File: src/rtl/rv32_pkg.sv
// ----------------------------------------------------------------------------
// rv32_pkg
//   Shared constants for the 3-stage core's register-file write side.
//   XLEN   : data width of the integer datapath
//   REG_AW : register address width
//   NREG   : number of architectural registers
//   REG_X0 : index of the hard-wired zero register
//   wb_sel_e : which source owns the register-file write port this cycle
// ----------------------------------------------------------------------------
package rv32_pkg;

    localparam int XLEN   = 32;
    localparam int REG_AW = 5;
    localparam int NREG   = 1 << REG_AW;

    localparam logic [REG_AW-1:0] REG_X0 = '0;

    typedef enum logic [1:0] {
        SEL_NONE = 2'd0,
        SEL_LOAD = 2'd1,
        SEL_SKID = 2'd2,
        SEL_EX   = 2'd3
    } wb_sel_e;

endpackage

File: src/rtl/wb_tag_fifo.sv
// ----------------------------------------------------------------------------
// wb_tag_fifo
//   Holds the destination register of every outstanding load, in issue order.
//   The head is the destination of the next load response to arrive.
//   Ports:
//     clk, rst_n        clock, asynchronous active-low reset
//     push, push_data   enqueue a destination (ignored when full)
//     pop               dequeue the head (ignored when empty)
//     full, empty       occupancy flags
//     head              destination at the front of the queue
// ----------------------------------------------------------------------------
module wb_tag_fifo #(
    parameter int DEPTH = 4,
    parameter int W     = 5
) (
    input  logic         clk,
    input  logic         rst_n,
    input  logic         push,
    input  logic [W-1:0] push_data,
    input  logic         pop,
    output logic         full,
    output logic         empty,
    output logic [W-1:0] head
);

    localparam int PW = $clog2(DEPTH);

    logic [W-1:0] mem [DEPTH];
    logic [PW:0]  wr_ptr;
    logic [PW:0]  rd_ptr;
    logic         do_push;
    logic         do_pop;

    // Pointers carry one extra wrap bit so full and empty are distinguishable
    // without a separate occupancy counter.
    assign full    = (wr_ptr[PW] != rd_ptr[PW]) && (wr_ptr[PW-1:0] == rd_ptr[PW-1:0]);
    assign empty   = (wr_ptr == rd_ptr);
    assign head    = mem[rd_ptr[PW-1:0]];
    assign do_push = push && !full;
    assign do_pop  = pop && !empty;

    always_ff @(posedge clk or negedge rst_n) begin
        if (!rst_n) begin
            wr_ptr <= '0;
            rd_ptr <= '0;
        end else begin
            if (do_push) wr_ptr <= wr_ptr + 1'b1;
            if (do_pop)  rd_ptr <= rd_ptr + 1'b1;
        end
    end

    // Storage needs no reset: a slot is only read after it has been written.
    always_ff @(posedge clk) begin
        if (do_push) mem[wr_ptr[PW-1:0]] <= push_data;
    end

endmodule

File: src/rtl/rf_writeback.sv
// ----------------------------------------------------------------------------
// rf_writeback
//   Sole driver of the register-file write port. Merges single-cycle ALU
//   results with in-order load responses, tracks outstanding load
//   destinations and exports a pending mask for hazard stalls.
//   Ports:
//     clk, rst_n                    clock, asynchronous active-low reset
//     ex_valid/ex_ready/ex_rd/ex_data          ALU result handshake
//     ld_req_valid/ld_req_ready/ld_req_rd      load issue handshake
//     ld_rsp_valid/ld_rsp_data                 load data (no back-pressure)
//     rf_wen/rf_addr/rf_data        registered register-file write
//     pending                       per-register outstanding-write mask
//     rsp_err                       sticky: response arrived with no load
// ----------------------------------------------------------------------------
module rf_writeback
    import rv32_pkg::*;
#(
    parameter int LD_DEPTH = 4
) (
    input  logic              clk,
    input  logic              rst_n,
    input  logic              ex_valid,
    output logic              ex_ready,
    input  logic [REG_AW-1:0] ex_rd,
    input  logic [XLEN-1:0]   ex_data,
    input  logic              ld_req_valid,
    output logic              ld_req_ready,
    input  logic [REG_AW-1:0] ld_req_rd,
    input  logic              ld_rsp_valid,
    input  logic [XLEN-1:0]   ld_rsp_data,
    output logic              rf_wen,
    output logic [REG_AW-1:0] rf_addr,
    output logic [XLEN-1:0]   rf_data,
    output logic [NREG-1:0]   pending,
    output logic              rsp_err
);

    logic              fifo_full;
    logic              fifo_empty;
    logic [REG_AW-1:0] fifo_head;

    logic              skid_valid;
    logic [REG_AW-1:0] skid_rd;
    logic [XLEN-1:0]   skid_data;

    logic              ex_fire;
    logic              ld_req_fire;
    logic              ld_pop;
    logic              ex_to_skid;

    wb_sel_e           sel;
    logic [REG_AW-1:0] sel_rd;
    logic [XLEN-1:0]   sel_data;
    logic [NREG-1:0]   pending_nxt;

    // Readiness is computed from registered state only, so a response popping
    // a full FIFO never lets a new load slip in during the same cycle.
    assign ex_ready     = !skid_valid && !((ex_rd != REG_X0) && pending[ex_rd]);
    assign ld_req_ready = !fifo_full && !((ld_req_rd != REG_X0) && pending[ld_req_rd]);

    assign ex_fire     = ex_valid && ex_ready;
    assign ld_req_fire = ld_req_valid && ld_req_ready;
    assign ld_pop      = ld_rsp_valid && !fifo_empty;
    // A response owns the port even when it targets x0 or is spurious, so an
    // ALU result arriving alongside it always waits in the skid.
    assign ex_to_skid  = ex_fire && ld_rsp_valid;

    wb_tag_fifo #(
        .DEPTH (LD_DEPTH),
        .W     (REG_AW)
    ) u_tag_fifo (
        .clk       (clk),
        .rst_n     (rst_n),
        .push      (ld_req_fire),
        .push_data (ld_req_rd),
        .pop       (ld_pop),
        .full      (fifo_full),
        .empty     (fifo_empty),
        .head      (fifo_head)
    );

    // Write-source priority: load response, then skid, then direct ALU result.
    always_comb begin
        sel      = SEL_NONE;
        sel_rd   = '0;
        sel_data = '0;
        if (ld_rsp_valid) begin
            if (!fifo_empty) begin
                sel      = SEL_LOAD;
                sel_rd   = fifo_head;
                sel_data = ld_rsp_data;
            end
        end else if (skid_valid) begin
            sel      = SEL_SKID;
            sel_rd   = skid_rd;
            sel_data = skid_data;
        end else if (ex_fire) begin
            sel      = SEL_EX;
            sel_rd   = ex_rd;
            sel_data = ex_data;
        end
    end

    // Clears and sets never hit the same bit: sets are gated by ready, which
    // already requires the bit to be clear.
    always_comb begin
        pending_nxt = pending;
        if (ld_pop)          pending_nxt[fifo_head] = 1'b0;
        if (sel == SEL_SKID) pending_nxt[skid_rd]   = 1'b0;
        if (ld_req_fire)     pending_nxt[ld_req_rd] = 1'b1;
        if (ex_to_skid)      pending_nxt[ex_rd]     = 1'b1;
        pending_nxt[REG_X0] = 1'b0;
    end

    always_ff @(posedge clk or negedge rst_n) begin
        if (!rst_n) begin
            pending <= '0;
        end else begin
            pending <= pending_nxt;
        end
    end

    always_ff @(posedge clk or negedge rst_n) begin
        if (!rst_n) begin
            skid_valid <= 1'b0;
            skid_rd    <= '0;
            skid_data  <= '0;
        end else if (ex_to_skid) begin
            skid_valid <= 1'b1;
            skid_rd    <= ex_rd;
            skid_data  <= ex_data;
        end else if (sel == SEL_SKID) begin
            skid_valid <= 1'b0;
        end
    end

    // x0 writes still consume the slot but never raise the write enable.
    always_ff @(posedge clk or negedge rst_n) begin
        if (!rst_n) begin
            rf_wen  <= 1'b0;
            rf_addr <= '0;
            rf_data <= '0;
        end else begin
            rf_wen  <= (sel != SEL_NONE) && (sel_rd != REG_X0);
            rf_addr <= sel_rd;
            rf_data <= sel_data;
        end
    end

    always_ff @(posedge clk or negedge rst_n) begin
        if (!rst_n) begin
            rsp_err <= 1'b0;
        end else if (ld_rsp_valid && fifo_empty) begin
            rsp_err <= 1'b1;
        end
    end

endmodule

File: config.mk
export PLATFORM = sky130hd
export DESIGN_NAME = rf_writeback
export DESIGN_NICKNAME = d
export VERILOG_FILES = /design/src/rtl/rv32_pkg.sv /design/src/rtl/wb_tag_fifo.sv /design/src/rtl/rf_writeback.sv
export SDC_FILE = /design/constraint.sdc
export NUM_CORES = 1
export LEC_CHECK = 0
export BUFFER_PORTS_ARGS = -buffer_cell sky130_fd_sc_hd__buf_2
export CAP_MARGIN = 30
export CORE_UTILIZATION = 30
export DETAILED_ROUTE_END_ITERATION = 7
export SLEW_MARGIN = 20
export SYNTH_ARGS = -nofsm -noshare
export SYNTH_HDL_FRONTEND = slang
export SYNTH_HIERARCHICAL = 1
export SYNTH_SLANG_ARGS = --single-unit
File: constraint.sdc
create_clock -name clk -period 3.3 [get_ports clk]
set_input_delay 0 -clock clk [delete_from_list [all_inputs] [get_ports clk]]
set_output_delay 0 -clock clk [all_outputs]
set_load 0.03 [all_outputs]
# Word level (Yosys, flattened, before mapping)
# Memory sizes are Yosys's and may differ from the RTL's.
# Cells that the tools add are included.
[word_totals] regBits=114 ram_bits=20 in_bits=79 out_inout_bits=73 wordCells=90 mem_count=1
[op_classes] add_sub_neg=2 n_lt_le_gt_ge=8 eq_ne=4 muxes=32 n_bitwise=6 reduce_logical=27
[memory_table] name="u_tag_fifo.mem" depth=4 width=5 read_ports=1 rd_clocked_by_memory_dff=0 wr=1 line="wb_tag_fifo.sv:28" source="logic [W-1:0] mem [DEPTH];"
[ops] cell="$mux 32" count=8
[ops] cell="$and 32x32->32" count=2
[ops] cell="$not 32->32" count=2
[ops] cell="$or 32x32->32" count=2
[ops] cell="$lt 5x6->1 const B" count=4
[ops] cell="$demux 1 s5" count=4
[ops] cell="$ge 5x1->1 const B" count=4
[ops] cell="$mux 5" count=4
[ops] cell="$logic_and 1x1->1" count=17
[ops] cell="$reduce_bool 5->1" count=3
[ops] cell="$mux 1" count=11
[ops] cell="$bmux 1 s5" count=2
[ops] cell="$add 3x1->3 const B" count=2
[ops] cell="$mux 2" count=3
[ops] cell="$logic_not 1->1" count=5
[ops] cell="$reduce_bool 2->1" count=2
[ops] cell="$eq 3x3->1" count=1
[ops] cell="$eq 2x2->1" count=1
[ops] cell="$eq 2x2->1 const B" count=1
[ops] cell="$ne 1x1->1" count=1

# Logic depth before layout (Yosys ltp)
# Gate-level depths: netlist (run 1).
[logic_depth] depth_word=15 ltp_mapped=11

# Cells and area by module
# Netlist (run 1), hierarchy kept.
[by_module_without_submodules] module="rf_writeback" n_inst=1 cells_per_inst=546 area_per_inst_um2=5631.7 seq_area_each_um2=2702.6
[by_module_without_submodules] module="wb_tag_fifo" n_inst=1 cells_per_inst=75 area_per_inst_um2=1216.2 seq_area_each_um2=750.7

# Worst setup path before layout (run 1)
# No wires, ideal clock.
[synth_path] path_kind="register -> register" start="register pending[23]" end="memory u_tag_fifo.mem[0][0] (enable)" arrival_time_ns=2.924 required_time_ns=2.986 setup_slack_ns=0.062 path_stages_with_launch=9 cell_sequence="dfrtp_1 -> mux4_2 -> a41o_1 -> a21o_1 -> nor4_4 -> and2_1 -> inv_1 -> a31oi_2 -> and2_1"
[synth_via] elab_chain_cells=9
[synth_lines] element="from (decl)" line="rf_writeback.sv:34" source="output logic [NREG-1:0] pending,"
[synth_lines] element="from (signal assigned)" line="rf_writeback.sv:119" source="pending <= pending_nxt;"
[synth_lines] element="$bmux 1 s5" line="rf_writeback.sv:59" source="assign ld_req_ready = !fifo_full && !((ld_req_rd != REG_X0) && pending[ld_req_rd]);"
[synth_lines] element="$mux 1 (implied by the code)" line="rf_writeback.sv:59"
[synth_lines] element="$logic_and 1x1->1" line="rf_writeback.sv:59"
[synth_lines] element="$logic_not 1->1" line="rf_writeback.sv:59"
[synth_lines] element="$logic_and 1x1->1" line="rf_writeback.sv:59"
[synth_lines] element="net ld_req_ready" line="rf_writeback.sv:27" source="output logic ld_req_ready,"
[synth_lines] element="$logic_and 1x1->1" line="rf_writeback.sv:62" source="assign ld_req_fire = ld_req_valid && ld_req_ready;"
[synth_lines] element="net ld_req_fire" line="rf_writeback.sv:47" source="logic ld_req_fire;"
[synth_lines] element="$logic_and 1x1->1" line="wb_tag_fifo.sv:39" source="assign do_push = push && !full;"
[synth_lines] element="$mux 1" line="wb_tag_fifo.sv:54" source="if (do_push) mem[wr_ptr[PW-1:0]] <= push_data;"
[synth_lines] element="$mux 1 (implied by the code)" line="wb_tag_fifo.sv:54"
[synth_lines] element="to (decl)" line="wb_tag_fifo.sv:28"
# The timed path passes the listed nets, and every way through them passes these cells. The select of a mux whose other input is x is not followed.

# Worst setup path after layout (run 1)
[layout_path] start="register pending[6]" end="register rf_data[26]"
[layout_via] elab_chain_cells=9
[layout_lines] element="$bmux 1 s5" line="rf_writeback.sv:58" source="assign ex_ready = !skid_valid && !((ex_rd != REG_X0) && pending[ex_rd]);"
[layout_lines] element="$mux 1 (implied by the code)" line="rf_writeback.sv:58"
[layout_lines] element="$logic_and 1x1->1" line="rf_writeback.sv:58"
[layout_lines] element="$logic_not 1->1" line="rf_writeback.sv:58"
[layout_lines] element="$logic_and 1x1->1" line="rf_writeback.sv:58"
[layout_lines] element="$logic_and 1x1->1" line="rf_writeback.sv:61" source="assign ex_fire = ex_valid && ex_ready;"
[layout_lines] element="$mux 32" line="rf_writeback.sv:97" source="end else if (ex_fire) begin"
[layout_lines] element="$mux 32" line="rf_writeback.sv:93" source="end else if (skid_valid) begin"
[layout_lines] element="$mux 32" line="rf_writeback.sv:87" source="if (ld_rsp_valid) begin"
[layout_lines] element="net sel_data[26]" line="rf_writeback.sv:53" source="logic [XLEN-1:0] sel_data;"
[layout_lines] element="to (signal assigned)" line="rf_writeback.sv:146" source="rf_data <= sel_data;"
[layout_lines] element="to (decl)" line="rf_writeback.sv:33" source="output logic [XLEN-1:0] rf_data,"
# The timed path passes the listed nets, and every way through them passes these cells. The select of a mux whose other input is x is not followed.
# A chain may end at the register's enable or synchronous reset.

==> results list, run 1 <==
- Routing usage on met3: 6.04%
- Critical path's largest stage delay: 0.55 ns
- Global routing consumed, on the met1 layer, between 20% and 30% of the routing resources.
* Post-synth top flop: sky130_fd_sc_hd__dfrtp_1
- The hold violation total from the final report was 0.
- Routability-driven placement finished with a final weighted congestion of 0.915.
- The most common cell in the synthesized netlist is sky130_fd_sc_hd__dfrtp_1.
- Critical Path Source Type: flop
* Number of synthesized flops with an enable pin: 20
- Crit path arrival time: 3.43 ns
- Number of max-cap violations: 0
- The via count of the first global-routing pass is 6372.
- Clock tree skew after final layout: 0.00983 ns
* Cell-by-cell trace of the critical path: mux4_2, mux2i_1, o22a_1, and4_1, buf_4, nand2_1, nand2_1, dlygate4sd3_1
* Min-delay src: ld_req_rd[4]
* Die ar.: 0.0234 mm²
- Final setup TNS: 0 ns
- Cell area after technology mapping: just under 0.007 mm²
- Type of the most critical hold path: input port to flop
- In this run the static leakage power is 4.22 nW.
* Overall die height: between 150 and 200 µm
- Pin count of the biggest net entering global routing: 44
- ANT nets after route: 0
- Row generation in the floorplan step produced 54 rows.
- In the global route stage, overall resource usage came out at 19.6%.
* End of the worst register-to-register path: rf_data[26]
- Data required time at the worst endpoint: 3.65 ns
- Total number of clock tree sinks: between 100 and 150
- Power spread over the standard cell area amounts to a little over 900 mW/mm².
* Setup Slack @ Placement: 0.472 ns
- The first global-routing pass estimated about 35 mm of wire.
- With fillers left out, the area of the finished cells amounts to 0.00930 mm².
- Top cell by count, worst path: sky130_fd_sc_hd__nand2_1
- For met2 alone, demand over resource in global routing was between 30% and 40%.
* Number of buffers added by the clock tree synthesis step: 17
- Reg-to-reg critical path startpoint: pending[6]
- In this run the tool buffered the top-level ports with 150 buffer cells.
* Highest clock rate: 324 MHz
- The path with the worst hold slack has its endpoint at u_tag_fifo/mem[1][4].
- DP Cell Count: 1028
- The initial antenna violation count was 1.
* Largest area contributor in the netlist: sky130_fd_sc_hd__dfrtp_1
* Setup repair after global routing missed its margin: no
- Once placement finished, the instance area stood at 0.00794 mm².
- Root Buffer: sky130_fd_sc_hd__clkbuf_16
* Area of the core region: approximately 0.022 mm²
- Nets in the synthesized netlist: 705
- From synthesis to final layout, the design area changed by 35.8%.
* Yosys cell types: 64
- Fraction of the core area covered by cells at the end of the flow: 42.1%
- After the first detailed-routing iteration, the DRC count stood at 640.
- The first detailed-routing pass ran for 6 iterations.
- Wires add up to 22.6 mm.
* Final HPWL from detailed placement: 14.9 mm
- STA classifies the critical path endpoint as a flop.
- Commonest cells in the netlist: sky130_fd_sc_hd__dfrtp_1, sky130_fd_sc_hd__nand2_1, sky130_fd_sc_hd__a22oi_1
- Worst-case setup margin in the final layout: 0.216 ns
- Most Crowded Layer GR: met2
- CTS tree: built
- Of all flip-flops after synthesis, the portion carrying an async set or reset was ~85%.
* Gate count after technology mapping: 621
- Number of filler cells placed in the layout: around 2100
* Register area share after synthesis: 50.4%
- Critical setup path kind: flop to flop
- Final worst path period need: 3.08 ns
- Leading post-synthesis cells by cell area: sky130_fd_sc_hd__dfrtp_1, sky130_fd_sc_hd__edfxtp_1, sky130_fd_sc_hd__a22oi_1
* Number of diodes: 0
- Headroom to the max-slew limit came out at 40.9%.
- Clock-pin slew was measured on the worst setup and hold paths at ~0.060 ns.
- # DRC: 0
* Final period utilization: 93.5%
- Setup-violating endpoint count in the final report: 0
- Area share of the leading cell type in the synthesized netlist: 41.7%
* Fin. max-slew vios: 0
* Effective utilization at floorplan: 31.0%
- Number of H-tree levels: 4
* Ratio of cells with drive above 1 in the final layout: 31.4%
* Detail-routed net length per standard cell: 19.9 µm
- 152 I/O pins were placed.
- Measured in cells, the most critical reg-to-reg path has a length of 8.
- The slowest stage of the critical path is the sky130_fd_sc_hd__dlygate4sd3_1 cell.
- Measured along the x axis, the die boundary spans 153 µm.
- Synth warnings: 6
- Total power for the finished layout comes to about 8.7 mW.
- At the pin with the least slew margin, the transition time is 0.884 ns.
- Status: complete, no violations
* Worst skew pair latency: 0.42 ns
* Average vias per placed instance: 5.50
- Resize count post-CTS: 0
- Excluding fillers, the count of instances in the completed layout stands at 1137.
* Yosys reg bits: approximately 130
* Clock buffer depth: 2
* Final hold slack: 0.0240 ns
* Post-CTS setup-driven buffer insertion count: 0
* Minimum setup slack among reg-to-reg paths: 0.22 ns
- Across all layers, the routed design uses 6259 vias.
- Overflow left after global routing: 0
- IR analysis of the VDD net gives a maximum drop of 0.363 mV.
- Of all nets on the critical path, the largest fanout is 36.
- Synthesized area divided by synthesized cell count: ~11 µm²
* Hold depth: 1
- In the final design database the tool counted 928 nets.
## worst max-delay path by stage
| stage | start | to | slack (ns) |
|---|---|---|---|
| 2_1_floorplan | pending[23] | u_tag_fifo/mem[0][0] | 0.06 |
| 3_3_place_gp | pending[23] | u_tag_fifo/mem[1][2] | 0.54 |
| 4_1_cts | pending[7] | rf_data[20] | 0.29 |
| 5_1_grt | pending[7] | rf_data[23] | 0.10 |
| 6_report | pending[6] | rf_data[26] | 0.22 |
| 3_5_place_dp | pending[23] | u_tag_fifo/mem[2][1] | 0.47 |
## sequential cells by signal, summed over array words and instances, names as in the netlist
register	count
rsp_err	1
u_tag_fifo/mem	20
u_tag_fifo/wr_ptr	3
rf_data	32
skid_valid	1
rf_wen	1
skid_data	32
skid_rd	5
pending	31
u_tag_fifo/rd_ptr	3
rf_addr	5
## cells in the final DEF, fill, tap and decap left out, types with 7 or more instances in the layout
master,n
sky130_fd_sc_hd__nand2_1,109
sky130_fd_sc_hd__buf_2,149
sky130_fd_sc_hd__nor2_1,17
sky130_fd_sc_hd__mux2_2,43
sky130_fd_sc_hd__dfrtp_1,114
sky130_fd_sc_hd__nand3_1,9
sky130_fd_sc_hd__mux4_2,16
sky130_fd_sc_hd__buf_4,17
sky130_fd_sc_hd__inv_1,15
sky130_fd_sc_hd__nor2b_1,7
sky130_fd_sc_hd__nor3b_1,8
sky130_fd_sc_hd__o21ai_0,17
sky130_fd_sc_hd__o221ai_1,11
sky130_fd_sc_hd__edfxtp_1,20
sky130_fd_sc_hd__and3_1,7
sky130_fd_sc_hd__dlygate4sd3_1,77
sky130_fd_sc_hd__clkbuf_16,17
sky130_fd_sc_hd__a22oi_1,70
sky130_fd_sc_hd__nor3_1,12
## per-layer routing
layer  part of all wire (%)  vias to the layer above  routed length (µm)
met3                    8.8                       81                1980
met2                     46                      357               10300
li1                       -                     2773                   -
met1                     41                     3046                9280
met5                  0.057                        -                  13
met4                    4.5                        2                1020
## worst max-delay path, delay by kind of cell, from the launching register on
| family | cells | cell delay, ns |
|---|---|---|
| buffers and inverters | 2 | 0.95 |
| muxes | 2 | 0.83 |
| DFF | 1 | 0.44 |
| and+or+nand+nor | 3 | 0.41 |
| AOI/OAI and AO/OA | 1 | 0.39 |
## power breakdown
group          internal, mW  switching [mW]  total (mW)
clock network          1.19           0.740        1.93
logic                  1.52            2.33        3.85
registers              2.35           0.542        2.89
total                  5.07            3.61        8.68
## timing repair
action,in CTS,in global routing
setup endpoints to repair,0,0
hold buffers,77,0
hold endpoints to repair,145,0
## cells by family (layout without fill, tap and decap cells)
group / count (synthesis) / after routing / share of synthesized area, %
and+or+nand+nor: 206 / 206 / 14.8
muxes: 62 / 62 / 12.8
xor gates and xnor gates: 8 / 8 / 1.24
DFF: 134 / 134 / 50.4
other: 1 / 1 / 0.0548
adders and majority gates: 5 / 5 / 0.914
AOI/OAI and AO/OA: 149 / 149 / 16.3
buffers and inverters: 56 / 292 / 3.49
## layout make-up
class	count	area, µm²	area share, %
flip-flops and latches	134	3450	37.1
multi-input cells	431	3170	34.0
repair buffers	245	1680	18.1
clock buffers	21	440	4.74
well taps	280	350	3.77
clock inverters	11	150	1.61
inverters	15	56.3	0.605
No activity file was read; power rests on OpenSTA's default activity.
==> run 2, diff against run 1 <==
--- a/config.mk
+++ b/config.mk
@@ -12,5 +12,4 @@
 export SLEW_MARGIN = 20
 export SYNTH_ARGS = -nofsm -noshare
 export SYNTH_HDL_FRONTEND = slang
-export SYNTH_HIERARCHICAL = 1
 export SYNTH_SLANG_ARGS = --single-unit
==> run 2 against run 1 <==
Net effect:
- cell area increased by 3.8%
- via count increased by 1.5%
- area after synthesis increased by 2.5%
- clock skew increased by 0.0043 ns
- cell count increased by 4.3%
- sequential power increased by 2%
- register-to-register slack improved by 0.32 ns
- critical path type is now input port to flop
==> results list, run 2 <==
- The number of levels in the clock H-tree is 4 (unchanged).
- Post-synth top flop: sky130_fd_sc_hd__dfrtp_1
- Highest clock rate: 358 MHz (+11%)
* Commonest cells in the netlist: sky130_fd_sc_hd__dfrtp_1, sky130_fd_sc_hd__o21ai_0, sky130_fd_sc_hd__nand2_1
* Fin. max-slew vios: 0 (unchanged)
- Met2 track demand over resource: 32.7% (+2.1 points)
* Largest registers ranked by flip-flop count: rf_data: 32 flops, skid_data: 32 flops, pending: 31 flops
- The post-synthesis net count came to 718 (+1.8%).
- Total power of the final layout: 8.99 mW (+3.6%)
- Worst r2r path cells: 7 (-1)
- Crit path arrival time: 3.09 ns (-0.34 ns)
- Leaving out fill and tap cells, the most frequent cell in the layout is sky130_fd_sc_hd__buf_2.
* Total number of vias: 6350 (+1.5%)
- Clock tree synthesis selected as its root buffer the cell sky130_fd_sc_hd__clkbuf_16.
* End of the worst register-to-register path: rf_data[17]
* Data required time at the worst endpoint: 3.60 ns (-0.05 ns)
* Total number of clock tree sinks: 134 (unchanged)
- DP Cell Count: 1063 (+3.4%)
* Most Crowded Layer GR: met2
- The number of max-cap violations was 0 (unchanged).
- The cell area after layout is 0.00965 mm² (+3.8%).
* Library cell with the highest instance count after synthesis: sky130_fd_sc_hd__dfrtp_1
- Post-CTS setup-driven buffer insertion count: 0 (unchanged)
- Endpoint type of the worst setup path: flop
* Leading post-synthesis cells by cell area: sky130_fd_sc_hd__dfrtp_1, sky130_fd_sc_hd__edfxtp_1, sky130_fd_sc_hd__mux2_4
* Register area share after synthesis: 49.2% (-1.2 points)
- Synth-to-Final Area Change: 37.6%
- Pre-Repair DR Iteration Count: 5 (-1)
- Ratio of total power to cell area: 931 mW/mm² (-0.20%)
* Number of nets in the finished design: 944 (+1.7%)
* Wire length reported by the detailed router: 24.3 mm (+7.6%)
- The via count of the first global-routing pass came to 6436 (+1.0%).
* Count of port buffers added during placement: 150 (unchanged)
* Ratio of cells with drive above 1 in the final layout: 30.4% (-1.0 points)
- Min-delay src: ld_req_rd[0]
* Final setup TNS: 0 ns (unchanged)
* Placer congestion estimate: 0.923 (+0.85%)
* Max transition margin: 36.7% (-4.2 points)
* Yosys reg bits: 134 (unchanged)
- The warning count from the yosys run was 0 (-6).
* Clock buffer depth: 2 (unchanged)
- Number of synthesized flops with an enable pin: 20 (unchanged)
- Final HPWL from detailed placement: 15.5 mm (+4.5%)
* Critical setup path kind: input port to flop
* Final hold slack: 0.0500 ns (+0.0260 ns)
* Effective utilization at floorplan: 30.8% (-0.19 points)
- The number of standard cells in the final layout excluding fillers was 1186 (+4.3%).
* Reg-to-reg critical path startpoint: pending[3]
- The setup clock skew after layout was 0.0141 ns (+0.00425 ns).
- Number of diodes: 0 (unchanged)
- The count of antenna-violating nets left after detailed routing was 0 (unchanged).
- The final critical-path share of the clock period is 84.6% (-8.9 points).
- Fin. Hold Viols: 0 (unchanged)
- The worst setup path is launched from an input port.
- Setup repair after global routing left no endpoint under its margin.
- The count of final setup violators is 0 (unchanged).
- Worst skew pair latency: 0.42 ns (about the same)
- Worst vdd rail ir drop: 0.463 mV (+27%)
- Top-Level Pins: 152 (unchanged)
* Biggest fanout along the worst timing path: 36 (unchanged)
- The vertical die dimension is 155 µm (+1.2%).
* Overall routing resource usage: 20.7% (+1.1 points)
* Top library cells by usage in the layout, fill and taps aside: sky130_fd_sc_hd__buf_2, sky130_fd_sc_hd__dfrtp_1, sky130_fd_sc_hd__dlygate4sd3_1
- The share of Yosys cell area claimed by the top area cell type came to 40.7% (-1.0 points).
* Overflow left after global routing: 0 (unchanged)
- The met1 global-route usage came to 27.4% (+2.7 points).
* Type of the most critical hold path: input port to flop
* Yosys cell types: 55 (-14%)
- The met3 global-route usage was 4.57% (-1.5 points).
* Pin count of the biggest net entering global routing: 65 (+48%)
* Minimum setup slack among reg-to-reg paths: 0.54 ns (+0.32 ns)
- Placed Instance Area: 0.00811 mm² (+2.2%)
- Synthesized area divided by synthesized cell count: 11.1 µm² (+0.37%)
- The x dimension of the die came to 155 µm (+1.2%).
- The post-synthesis cell count came to 634 (+2.1%).
- Status: complete, no violations
- The placeable core area is 0.0228 mm² (+3.1%).
- # DRC: 0 (unchanged)
- Leakage dissipation: 4.27 nW (+1.2%)
- CTS tree: built
- Hold depth: 1 (unchanged)
- The largest total area in the synthesized netlist belongs to sky130_fd_sc_hd__dfrtp_1.
* Number of buffers added by the clock tree synthesis step: 17 (unchanged)
- The proportion of register bits with asynchronous set or reset after synthesis is 85.1% (unchanged).
- Transition time at the pin with the least slew margin: 0.946 ns (+0.0625 ns)
- Die ar.: 0.0240 mm² (+2.4%)
- Hold path endpoint: u_tag_fifo.mem[2][0]
- The clock edge transition at the registers on the reported setup and hold paths came to 0.06 ns (about the same).
- The first-iteration detailed-routing DRC count came to 554 (-13%).
- The ratio of routed vias to standard cells was 5.35 (-2.7%).
- The total standard cell area after synthesis is 0.00702 mm² (+2.5%).
- Detail-routed net length per standard cell: 20.5 µm (+3.1%)
- The minimum period implied by the final worst setup slack is 2.79 ns (-0.294 ns).
- Cell Rows: 55 (+1.9%)
- Wire length of the first global-routing pass: 37.6 mm (+6.5%)
- The initial antenna violation count came to 0 (-1).
-- run 2: cell count changes after synthesis, moves of 7 or more --
cell	before	now
sky130_fd_sc_hd__a21oi_1	6	33
sky130_fd_sc_hd__a221o_1	1	15
sky130_fd_sc_hd__a22oi_1	70	37
sky130_fd_sc_hd__a31oi_1	4	11
sky130_fd_sc_hd__a41oi_1	0	8
sky130_fd_sc_hd__inv_1	15	7
sky130_fd_sc_hd__mux2_2	43	5
sky130_fd_sc_hd__mux2_4	0	37
sky130_fd_sc_hd__mux2i_1	3	11
sky130_fd_sc_hd__nand2_1	110	62
sky130_fd_sc_hd__o21ai_0	17	78
sky130_fd_sc_hd__o221ai_1	11	0
sky130_fd_sc_hd__o31ai_1	2	10
-- run 2: layout make-up --
| cell class | instances | area [µm²] |
|---|---|---|
| Clock buffer | 17 | 425 |
| Sequential cell | 134 | 3450 |
| Inverter | 8 | 31.3 |
| Timing Repair Buffer | 256 | 1820 |
| Fill cell | 2136 | 13100 |
| Tap cell | 313 | 392 |
| Clock inverter | 15 | 201 |
| Multi-Input combinational cell | 443 | 3330 |
-- run 2: kinds of logic after synthesis --
| family | after synthesis | share of synthesized area [%] |
|---|---|---|
| buffers and inverters | 57 | 3.87 |
| xor gates and xnor gates | 7 | 0.874 |
| muxes | 67 | 14.6 |
| AOI/OAI and AO/OA | 202 | 18.3 |
| adders and majority gates | 5 | 0.892 |
| DFF | 134 | 49.2 |
| and+or+nand+nor | 161 | 12.2 |
| other | 1 | 0.0534 |
-- run 2: metrics by stage --
| stage | util (%) | setup slack, ns |
|---|---|---|
| 6_report | 42.4 | 0.509 |
| 5_1_grt | 42.4 | 0.382 |
| 3_3_place_gp | 35.5 | 0.623 |
| 4_1_cts | 42.4 | 0.605 |
| 3_5_place_dp | 35.6 | 0.583 |
| 2_1_floorplan | - | 0.804 |
-- run 2: worst max-delay path by stage --
stage,startpoint,endpoint,slack (ns),cells after the start
after floorplan,pending[11],skid_data[0],0.80,9
after global placement,ex_rd[1],skid_data[31],0.62,9
after detailed placement,ex_rd[1],skid_data[31],0.58,9
after CTS,u_tag_fifo.rd_ptr[0],ld_req_ready,0.60,8
after global routing,ex_rd[4],rf_data[1],0.38,10
final,ex_rd[4],rf_data[17],0.51,10
-- run 2: routing by layer --
layer / vias to the layer above / part of all wire [%]
met5: - / 0
met1: 3120 / 42
met2: 341 / 47
met3: 64 / 7.7
li1: 2825 / -
met4: 0 / 3.0
-- run 2: what timing repair did --
item | CTS | global route
resized for setup | 0 | 0
hold endpoints to repair | 140 | 0
hold buffers | 91 | 0
-- run 2: where the power goes --
part / internal [mW] / total [mW] / switching [mW]
registers: 2.35 / 2.95 / 0.602
clock network: 1.27 / 2.04 / 0.774
logic: 1.61 / 3.99 / 2.37
total: 5.24 / 8.99 / 3.75
-- run 2: worst max-delay path, cell delays in order --
cell and delay [ns]:
sky130_fd_sc_hd__dlygate4sd3_1 0.53, sky130_fd_sc_hd__buf_2 0.32, sky130_fd_sc_hd__buf_4 0.28, sky130_fd_sc_hd__nor4b_1 0.32, sky130_fd_sc_hd__a221o_1 0.23, sky130_fd_sc_hd__a21oi_2 0.05, sky130_fd_sc_hd__nand4_2 0.16, sky130_fd_sc_hd__buf_4 0.40
sky130_fd_sc_hd__o21ai_0 0.17, sky130_fd_sc_hd__dlygate4sd3_1 0.59
